===== src/rtl/onehot_seq_decoder.sv =====
// One-hot sequence decoder: direct decode, up/down scanning with wrap flag,
// and a fixed-length one-hot pulse generator. All outputs are registered.
module onehot_seq_decoder #(
  parameter int SEL_W     = 2,
  parameter int PULSE_LEN = 4
) (
  input  logic                  clk,
  input  logic                  rst,
  input  logic                  en,
  input  logic [1:0]            mode,
  input  logic [SEL_W-1:0]      din,
  input  logic                  start,
  output logic [2**SEL_W-1:0]   dout,
  output logic [SEL_W-1:0]      idx,
  output logic                  valid,
  output logic                  wrap,
  output logic                  busy
);

  localparam int OUT_W = 2**SEL_W;
  localparam int CNT_W = (PULSE_LEN > 1) ? $clog2(PULSE_LEN) : 1;

  typedef enum logic [1:0] {
    M_DECODE = 2'b00,
    M_UP     = 2'b01,
    M_DOWN   = 2'b10,
    M_PULSE  = 2'b11
  } mode_t;

  typedef enum logic {
    IDLE,
    PULSE
  } state_t;

  state_t             state_q, state_n;
  logic [SEL_W-1:0]   idx_n;
  logic               valid_n, busy_n, wrap_n;
  logic [CNT_W-1:0]   cnt_q, cnt_n;
  logic [OUT_W-1:0]   dout_n;

  always_ff @(posedge clk) begin
    if (rst) begin
      state_q <= IDLE;
      cnt_q   <= '0;
      idx     <= '0;
      valid   <= 1'b0;
      busy    <= 1'b0;
      wrap    <= 1'b0;
      dout    <= '0;
    end else begin
      state_q <= state_n;
      cnt_q   <= cnt_n;
      idx     <= idx_n;
      valid   <= valid_n;
      busy    <= busy_n;
      wrap    <= wrap_n;
      dout    <= dout_n;
    end
  end

  always_comb begin
    state_n = state_q;
    cnt_n   = cnt_q;
    idx_n   = idx;
    valid_n = valid;
    busy_n  = busy;
    wrap_n  = 1'b0;

    if (en) begin
      case (mode_t'(mode))
        M_DECODE: begin
          idx_n   = din;
          valid_n = 1'b1;
          busy_n  = 1'b0;
          cnt_n   = '0;
          state_n = IDLE;
        end
        M_UP: begin
          // A scan only steps (and may wrap) once a valid index exists.
          idx_n   = valid ? idx + SEL_W'(1) : din;
          wrap_n  = valid && (idx == '1);
          valid_n = 1'b1;
          busy_n  = 1'b0;
          cnt_n   = '0;
          state_n = IDLE;
        end
        M_DOWN: begin
          idx_n   = valid ? idx - SEL_W'(1) : din;
          wrap_n  = valid && (idx == '0);
          valid_n = 1'b1;
          busy_n  = 1'b0;
          cnt_n   = '0;
          state_n = IDLE;
        end
        M_PULSE: begin
          case (state_q)
            IDLE: begin
              if (start) begin
                idx_n   = din;
                valid_n = 1'b1;
                busy_n  = 1'b1;
                cnt_n   = CNT_W'(PULSE_LEN - 1);
                state_n = PULSE;
              end else begin
                valid_n = 1'b0;
              end
            end
            PULSE: begin
              if (cnt_q != '0) begin
                cnt_n = cnt_q - CNT_W'(1);
              end else begin
                valid_n = 1'b0;
                busy_n  = 1'b0;
                state_n = IDLE;
              end
            end
            default: state_n = IDLE;
          endcase
        end
        default: ;
      endcase
    end

    dout_n = '0;
    if (valid_n) dout_n[idx_n] = 1'b1;
  end

endmodule


===== config.mk =====
export PLATFORM = sky130hd
export DESIGN_NAME = onehot_seq_decoder
export DESIGN_NICKNAME = d
export VERILOG_FILES = /design/src/rtl/onehot_seq_decoder.sv
export SDC_FILE = /design/constraint.sdc
export NUM_CORES = 1
export LEC_CHECK = 0
export BUFFER_PORTS_ARGS = -buffer_cell sky130_fd_sc_hd__clkbuf_2
export CORE_AREA = 3 3 40 42
export CTS_CLUSTER_DIAMETER = 80
export DETAILED_ROUTE_END_ITERATION = 16
export DIE_AREA = 0 0 43 45
export PLACE_DENSITY_LB_ADDON = 0.12
export SETUP_SLACK_MARGIN = 0.05
export SLEW_MARGIN = 40
export SYNTH_ARGS = -nofsm -noshare
export SYNTH_HDL_FRONTEND = slang
export SYNTH_SLANG_ARGS = --single-unit
export TNS_END_PERCENT = 1

===== constraint.sdc =====
create_clock -name clk -period 4.02 [get_ports clk]
set_input_delay 0.603 -clock clk [delete_from_list [all_inputs] [get_ports clk]]
set_output_delay 0.603 -clock clk [all_outputs]
set_load 0.005 [all_outputs]

==> results of run 1 <==
## per-stage QoR
step | hold WS (ns) | setup slack [ns] | cell area [um^2] | std cells | total power [mW]
final | 0.484 | 2.28 | 785 | 106 | 0.271
after CTS | 0.487 | 2.28 | 785 | 106 | 0.277
after floorplan | 0.450 | 2.23 | 658 | 73 | 0.163
after detailed placement | 0.475 | 1.98 | 748 | 102 | 0.178
after global placement | 0.463 | 2.01 | 748 | 102 | 0.177
after global routing | 0.511 | 2.14 | 785 | 106 | 0.288
## final timing paths
kind	slack, ns	endpoint	startpoint	cells after the start
worst max-delay path	2.28	dout[0]$_SDFF_PP0_	mode[0]	7
worst min-delay path	0.48	cnt_q[1]$_SDFFE_PP0P_	cnt_q[1]$_SDFFE_PP0P_	2
worst max register to register	2.42	dout[1]$_SDFF_PP0_	idx[0]$_SDFF_PP0_	6
worst min register to register	0.48	cnt_q[1]$_SDFFE_PP0P_	cnt_q[1]$_SDFFE_PP0P_	2
## worst register-to-register path, cell delays in order, from the launching register on
cell and delay (ns):
dfxtp_1 0.41, inv_1 0.07, ha_1 0.29, mux2i_1 0.18, nor3_1 0.07, a221oi_2 0.30
nor3b_1 0.21
## layout make-up
class | instances | area [um^2] | area share
Sequential cell | 12 | 240 | 0.306
Inverter | 9 | 33.8 | 0.0431
Multi-Input combinational cell | 50 | 375 | 0.478
Timing Repair Buffer | 16 | 80.1 | 0.102
Tap cell | 15 | 18.8 | 0.0239
Clock buffer | 4 | 36.3 | 0.0463
## metal layers
| layer | vias to the layer above | routed length (um) |
|---|---|---|
| li1 | 296 | - |
| met1 | 252 | 613 |
| met2 | 10 | 624 |
| met3 | 2 | 50 |
| met4 | 0 | 14 |
| met5 | - | 0 |
## where the power goes
group | internal, mW | switching [mW]
Sequential | 0.125 | 0.00438
Combinational | 0.0212 | 0.0250
Clock | 0.0550 | 0.0410
## Yosys cell counts
cell / number / area [um^2]
a21o_1: 1 / 7.51
ha_1: 7 / 87.6
nor4_1: 1 / 6.26
o311ai_2: 1 / 16.3
inv_1: 8 / 30.0
o31ai_1: 1 / 7.51
a2111o_1: 1 / 11.3
a2111oi_0: 1 / 8.76
or2_2: 1 / 6.26
o21ai_0: 4 / 20.0
nor3_1: 2 / 10.0
nor2_1: 5 / 18.8
mux2i_1: 3 / 30.0
nor3b_1: 2 / 15.0
nor2b_1: 1 / 6.26
nor4b_1: 1 / 8.76
nand2_1: 7 / 26.3
buf_2: 1 / 5.00
clkbuf_1: 1 / 3.75
and2b_1: 1 / 7.51
dfxtp_1: 12 / 240
and4b_1: 1 / 10.0
nand4b_1: 1 / 8.76
a221oi_2: 2 / 30.0
a211oi_1: 1 / 7.51
a21oi_1: 5 / 25.0
inv_2: 1 / 3.75
## kinds of logic after synthesis
family,after synthesis,synth area share
AND/OR/NAND/NOR,23,0.188
AO/OA/AOI/OAI,17,0.203
flip-flops,12,0.365
buffers and inverters,11,0.0646
adder cells (fa/ha/maj),7,0.133
multiplexers,3,0.0456
## registers in the layout, indices dropped and copies added (netlist names)
name	cells
cnt_q	2
valid	1
busy	1
state_q	1
idx	2
wrap	1
dout	4
==> flow_summary.ini, run 1 <==
[global_routing]
grt_pass1_wl_um = 2250
grt_use_met3 = 0.0398
grt_busiest_layer = met2
antenna_found_initial = 0
grt_overflow = 0
grtUsageMet1 = 0.195
grt_pass1_vias = 530
met2_usage = 0.257
grt_max_degree = 11
grt_usage = 0.160

[clock_network]
clockRootBuffer = clkbuf_4
clock_latency_ns = 0.27
cts_made_buffers = 3
cts.sinks = 12
h-tree-depth = 1
cts_max_path_buffers = 2
clk_pin_slew_worst_paths_ns = 0.08
cts_resized = 0
cts-hold-fix-buffers = 0
postCtsSetupRepairBufs = 0
cts_tree = built

[critical_path]
end_kind = flop
crit_buf_inv = 2
cp_data_arrival_time_ns = 1.95
crit_chain = clkbuf_2 -> inv_1 -> ha_1 -> nor2_1 -> o311ai_2 -> a221oi_2 -> and4b_1
path_class = in -> reg
crit_family = compound AO/OA/AOI/OAI gates
slowest_stage = a221oi_2
worstPathRequired_ns = 4.24
cp-start-kind = input port
cp_slowest_stage_delay_ns = 0.41
critPathMaxFanout = 5

[timing]
clock-skew-final_ns = 0.000825
min_period_ns = 1.74
slew_viol_final = 0
finalSetupViolCount = 0
worst_pin_slew_ns = 0.401
max_slew_margin = 0.730
finalCritPeriodShare = 0.432
rsz0062_at_grt = false
setup-tns-final_ns = 0
finalHoldViolCount = 0
fmax_mhz = 576

[floorplan]
initial_core_util = 0.512
dieWidth_um = 43
dieHeight_um = 45
die-area_um2 = 1940
coreArea_um2 = 1280
row_count = 13
io_pins = 17

[synthesis]
seq_area_frac_synth = 0.365
syn-instance-count = 73
synth_area_um2 = 658
yosysWarnings = 0
ys_ff_latch = 12
syn-num-nets = 88
synth.distinct_cells = 27
synth.avg_cell_area_um2 = 9.02

[detailed_routing]
via_per_inst = 5.28
drtIter0Drc = 2
vias = 560
firstDrtPassIters = 4
routedWlPerCell_um = 12.3
drc = 0
antenna_left = 0
wl_um = 1300

[cells_and_area]
fin_util = 0.611
layout.nets = 107
n_fill_cell = 133
antenna_cells = 0
layout_commonest_cell = clkbuf_2
mostFrequentLayoutCells = clkbuf_2 (16), dfxtp_1 (12), inv_1 (8)
drive_gt1_frac = 0.275
area_growth_pct = 19.2

[place]
hpwl_um = 1020
place_congestion = 0.752
portBuffers = 16

[pwr]
ir_worst_vdd_mv = 0.227
leakage_nw = 0.358
power_density_nw_per_um2 = 346

[status]
status = finished, final reports clean

[min_path]
hp-class = reg -> reg

[job]
drv_cap = 0
No activity file was read; power rests on OpenSTA's default activity.
==> run 2: changes to the inputs <==
Settings changed: CORE_AREA 3 3 40 42 to unset, CORE_MARGIN set to 3, CORE_UTILIZATION set to 49, DIE_AREA 0 0 43 45 to unset.
Clock period 4.02 ns to 1.6 ns, I/O delays scaled along.
==> run 2 against run 1 <==
Against the previous run: power grew 150%; largest cell class unchanged; critical endpoint is now dout[3]$_SDFF_PP0_; clock power up 95%; largest power group unchanged; clock skew rose by 0.0015 ns.
==> flow_summary.ini, run 2 (synthesized netlist as in run 1, its figures left out) <==
[timing]
finalCritPeriodShare = 0.966
setup-tns-final_ns = 0
finalSetupViolCount = 0
rsz0062_at_grt = true
slew_viol_final = 0
finalHoldViolCount = 0
worst_hold_slack_ns = 0.259
max_slew_margin = 0.724
clock-skew-final_ns = 0.00234
min_period_ns = 1.55
fmax_mhz = 647
worst_pin_slew_ns = 0.414

[global_routing]
grt_pass1_vias = 609
grt_pass1_wl_um = 2390
grt_usage = 0.170
antenna_found_initial = 0
grt_max_degree = 11
grt_overflow = 0

[min_path]
hp-class = in -> reg

[clock_network]
clock_latency_ns = 0.27
clk_pin_slew_worst_paths_ns = 0.07
cts_tree = built
cts.sinks = 12
cts-hold-fix-buffers = 0
cts_made_buffers = 3
h-tree-depth = 1
clockRootBuffer = clkbuf_4
cts_max_path_buffers = 2

[cells_and_area]
layout_commonest_cell = clkbuf_2
mostFrequentLayoutCells = clkbuf_2 (16), buf_4 (11), dfxtp_1 (9)
final_cells = 115
fin_area_um2 = 890
n_fill_cell = 90
layout.nets = 118
reg.largest.list = dout (4), cnt_q (2), idx (2)
largest_reg_flops = 4
area_growth_pct = 35.2
drive_gt1_frac = 0.455
regMostFlops = dout
antenna_cells = 0

[floorplan]
dieHeight_um = 42.7
row_count = 12
die-area_um2 = 1820
dieWidth_um = 42.7
io_pins = 17
initial_core_util = 0.555
coreArea_um2 = 1190

[status]
status = finished, final reports clean

[detailed_routing]
wl_met1_um = 734
wl_met3_um = 65
wl_um = 1490
drc = 0
vias = 627
drtIter0Drc = 23
antenna_left = 0
routedWlPerCell_um = 13.0
highest_layer = met4
firstDrtPassIters = 4
via_per_inst = 5.45
met2_wirelength_um = 664

[critical_path]
critPathMaxFanout = 4
slowest_stage = dfxtp_2
path_class = reg -> reg
worstPathRequired_ns = 1.75
cp_slowest_stage_delay_ns = 0.34
end_kind = flop
cp_data_arrival_time_ns = 1.70
cpMostUsedCell = nor3_2
crit_chain = inv_2 -> ha_4 -> mux2i_2 -> nor3_2 -> a221oi_2 -> buf_4 -> nor3_2
cp-start-kind = flop

[pwr]
ir_worst_vdd_mv = 0.508
power_density_nw_per_um2 = 754
leakage_nw = 0.409
power_mw = 0.671

[place]
place_congestion = 0.779
portBuffers = 16
dp_cells = 110
hpwl_um = 1110
dpl_cell_area_um2 = 815

[job]
drv_cap = 0
## run 2: changes by cell type in the layout (fill, tap and decap cells not counted), moves of 2 or more
cell     previous run  this run
inv_1               8         6
dfxtp_1            12         9
dfxtp_2             0         3
nor3_2              0         2
inv_2               1         3
buf_4               0        11
nor3_1              2         0
## run 2: final timing paths
kind	end	cells past startpoint	slack, ns	from
max reg2reg	dout[3]$_SDFF_PP0_	7	0.05	idx[0]$_SDFF_PP0_
max	dout[3]$_SDFF_PP0_	7	0.05	idx[0]$_SDFF_PP0_
min	idx[1]$_SDFF_PP0_	2	0.26	rst
min reg2reg	cnt_q[1]$_SDFFE_PP0P_	2	0.50	cnt_q[1]$_SDFFE_PP0P_
## run 2: layout make-up
| type | count | area (um^2) | share of cell area |
|---|---|---|---|
| clock buffer | 3 | 22.5 | 0.0253 |
| inverter | 9 | 33.8 | 0.0380 |
| multi-input combinational | 50 | 409 | 0.460 |
| sequential | 12 | 244 | 0.274 |
| tap | 14 | 17.5 | 0.0197 |
| timing repair buffer | 27 | 163 | 0.183 |
## run 2: layer usage
layer  GRT usage  vias up
met5           0        -
met1       0.206      292
met4      0.0932        0
met2       0.269       13
li1            -      317
met3      0.0466        5
## run 2: timing repair
item,in CTS,in global routing
hold endpoints to repair,0,0
setup buffers,1,1
gates resized for setup,0,11
endpoints found under the setup margin,1,5
pin swaps,0,4
gates cloned,0,0
## run 2: metrics by stage
stage,utilization,setup WS (ns)
final,0.750,0.0539
after global routing,0.750,-0.0286
after CTS,0.712,0.0783
after detailed placement,0.687,-0.0707
after global placement,0.687,-0.0280
after floorplan,-,0.112
## run 2: worst max-delay path: cells and delay by family (launching register included)
kind | cells | cell delay (ns)
buffers and inverters | 2 | 0.22
AO/OA/AOI/OAI | 1 | 0.28
AND/OR/NAND/NOR | 2 | 0.11
multiplexers | 1 | 0.21
adder cells (fa/ha/maj) | 1 | 0.26
flip-flops | 1 | 0.34
## run 2: where the power goes
part	leakage [nW]	total [mW]	internal (mW)	switching [mW]
clock	0.0138	0.187	0.0872	0.0998
sequential	0.0993	0.324	0.314	0.00971
combinational	0.296	0.161	0.0816	0.0790
total	0.409	0.671	0.483	0.188
==> run 3: changes to the inputs <==
Clock period 1.6 ns to 1.5 ns, I/O delays scaled along.
==> run 3 against run 2 <==
Against the previous run: the flow now finishes with violations (setup timing); combinational power up 2%; first-iteration DRC count down 4.3%; power increased by 16%; via count up 0.48%; clock-buffer cell count grew 1; critical path depth is 1 lower; sequential power up 6.2%; final cell count increased by 0.87%.
==> flow_summary.ini, run 3 (synthesized netlist as in run 1, its figures left out) <==
[pwr]
pwr-share-clk = 0.346
power_mw = 0.778
p_sw_frac = 0.274
leakage_nw = 0.418
power_density_nw_per_um2 = 859
p_seq_frac = 0.443
comb_power_share = 0.212
switchingPower_mw = 0.213
ir_worst_vdd_mv = 0.664
cellInternalPower_mw = 0.565

[floorplan]
die-area_um2 = 1820
dieWidth_um = 42.7
initial_core_util = 0.555
io_pins = 17
dieHeight_um = 42.7
coreArea_um2 = 1190
row_count = 12

[timing]
slew_viol_final = 0
finalSetupViolCount = 1
fmax_mhz = 665
min_period_ns = 1.50
worst_pin_slew_ns = 0.401
setup-tns-final_ns = -0.00348
worst_slack_ns = -0.00348
finalHoldViolCount = 0
rsz0062_at_grt = true
clock-skew-final_ns = 0.00221
finalCritPeriodShare = 1.00
max_slew_margin = 0.733

[global_routing]
grt_max_degree = 10
grt_pass1_wl_um = 2700
antenna_found_initial = 0
grt_overflow = 0
grt_usage = 0.193
grt_pass1_vias = 623

[clock_network]
postCtsSetupRepairBufs = 0
cts_made_buffers = 3
h-tree-depth = 1
cts_max_path_buffers = 2
cts-hold-fix-buffers = 0
clock_latency_ns = 0.28
cts_tree = built
clockRootBuffer = clkbuf_4
cts.sinks = 12
clk_pin_slew_worst_paths_ns = 0.08

[critical_path]
slowest_stage = dfxtp_2
critPathMaxFanout = 5
path_class = reg -> reg
worstPathRequired_ns = 1.73
crit_family = flip-flops
crit_buf_inv = 1
cp_slowest_stage_delay_ns = 0.34
cp-start-kind = flop
crit_chain = inv_2 -> ha_4 -> mux2i_2 -> nor3_2 -> a221oi_2 -> and4b_1
cp_data_arrival_time_ns = 1.73
end_kind = flop

[status]
status = finished, violations left
violations = setup timing

[place]
place_congestion = 0.825
hpwl_um = 1100
pre_cts_ws_ns = -0.168
portBuffers = 16

[cells_and_area]
largest_reg_flops = 4
layout.nets = 118
antenna_cells = 0
area_growth_pct = 37.6
reg.largest.list = dout (4), cnt_q (2), idx (2)
layout_commonest_cell = clkbuf_2
drive_gt1_frac = 0.471
mostFrequentLayoutCells = clkbuf_2 (16), buf_4 (11), dfxtp_1 (9)
regMostFlops = dout

[job]
drv_cap = 0

[detailed_routing]
firstDrtPassIters = 4
antenna_left = 0
routedWlPerCell_um = 12.9
vias = 630
via_per_inst = 5.43
drtIter0Drc = 22
wl_um = 1500
drc = 0

[min_path]
hp-class = in -> reg
==> run 3: cell count changes in the layout (fill, tap and decap cells not counted), sizes merged <==
cell    change
clkbuf      +1
==> run 3: power by group through the flow <==
stage / registers [mW] / logic [mW] / clock network, mW
after global placement: 0.350 / 0.148 / 0
after CTS: 0.344 / 0.161 / 0.270
after floorplan: 0.354 / 0.0842 / 0
after detailed placement: 0.350 / 0.150 / 0
after global routing: 0.347 / 0.185 / 0.292
final: 0.344 / 0.165 / 0.269
==> run 3: layout make-up <==
type                       count  area, um^2
fill                          86         280
sequential                    12         244
multi-input combinational     50         412
inverter                       9        33.8
clock buffer                   4        36.3
tap                           14        17.5
timing repair buffer          27         163
==> run 3: worst paths after layout <==
kind | startpoint | to | slack [ns] | depth (start not counted)
setup / recovery | idx[0]$_SDFF_PP0_ | dout[0]$_SDFF_PP0_ | -0.003 | 6
hold reg to reg | cnt_q[1]$_SDFFE_PP0P_ | cnt_q[1]$_SDFFE_PP0P_ | 0.49 | 2
hold / removal | rst | cnt_q[1]$_SDFFE_PP0P_ | 0.23 | 2
setup reg to reg | idx[0]$_SDFF_PP0_ | dout[0]$_SDFF_PP0_ | -0.003 | 6
==> run 3: stage by stage <==
stage	instance area (um^2)	instances	hold slack, ns	util
after detailed placement	832	112	0.475	0.701
final	906	116	0.231	0.764
after global routing	906	116	0.246	0.764
after floorplan	661	73	0.393	-
after global placement	832	112	0.464	0.701
after CTS	891	116	0.235	0.751
==> run 3: per-layer routing <==
| metal | wire (um) | global-route usage |
|---|---|---|
| met1 | 740 | 0.257 |
| met2 | 644 | 0.293 |
| met3 | 86 | 0.0508 |
| met4 | 27 | 0.0745 |
| met5 | 0 | 0 |
==> run 3: timing repair <==
action	4_1_cts	5_1_grt
pin swaps	4	2
endpoints found under the hold margin	0	0
endpoints found under the setup margin	3	7
resized for setup	5	5
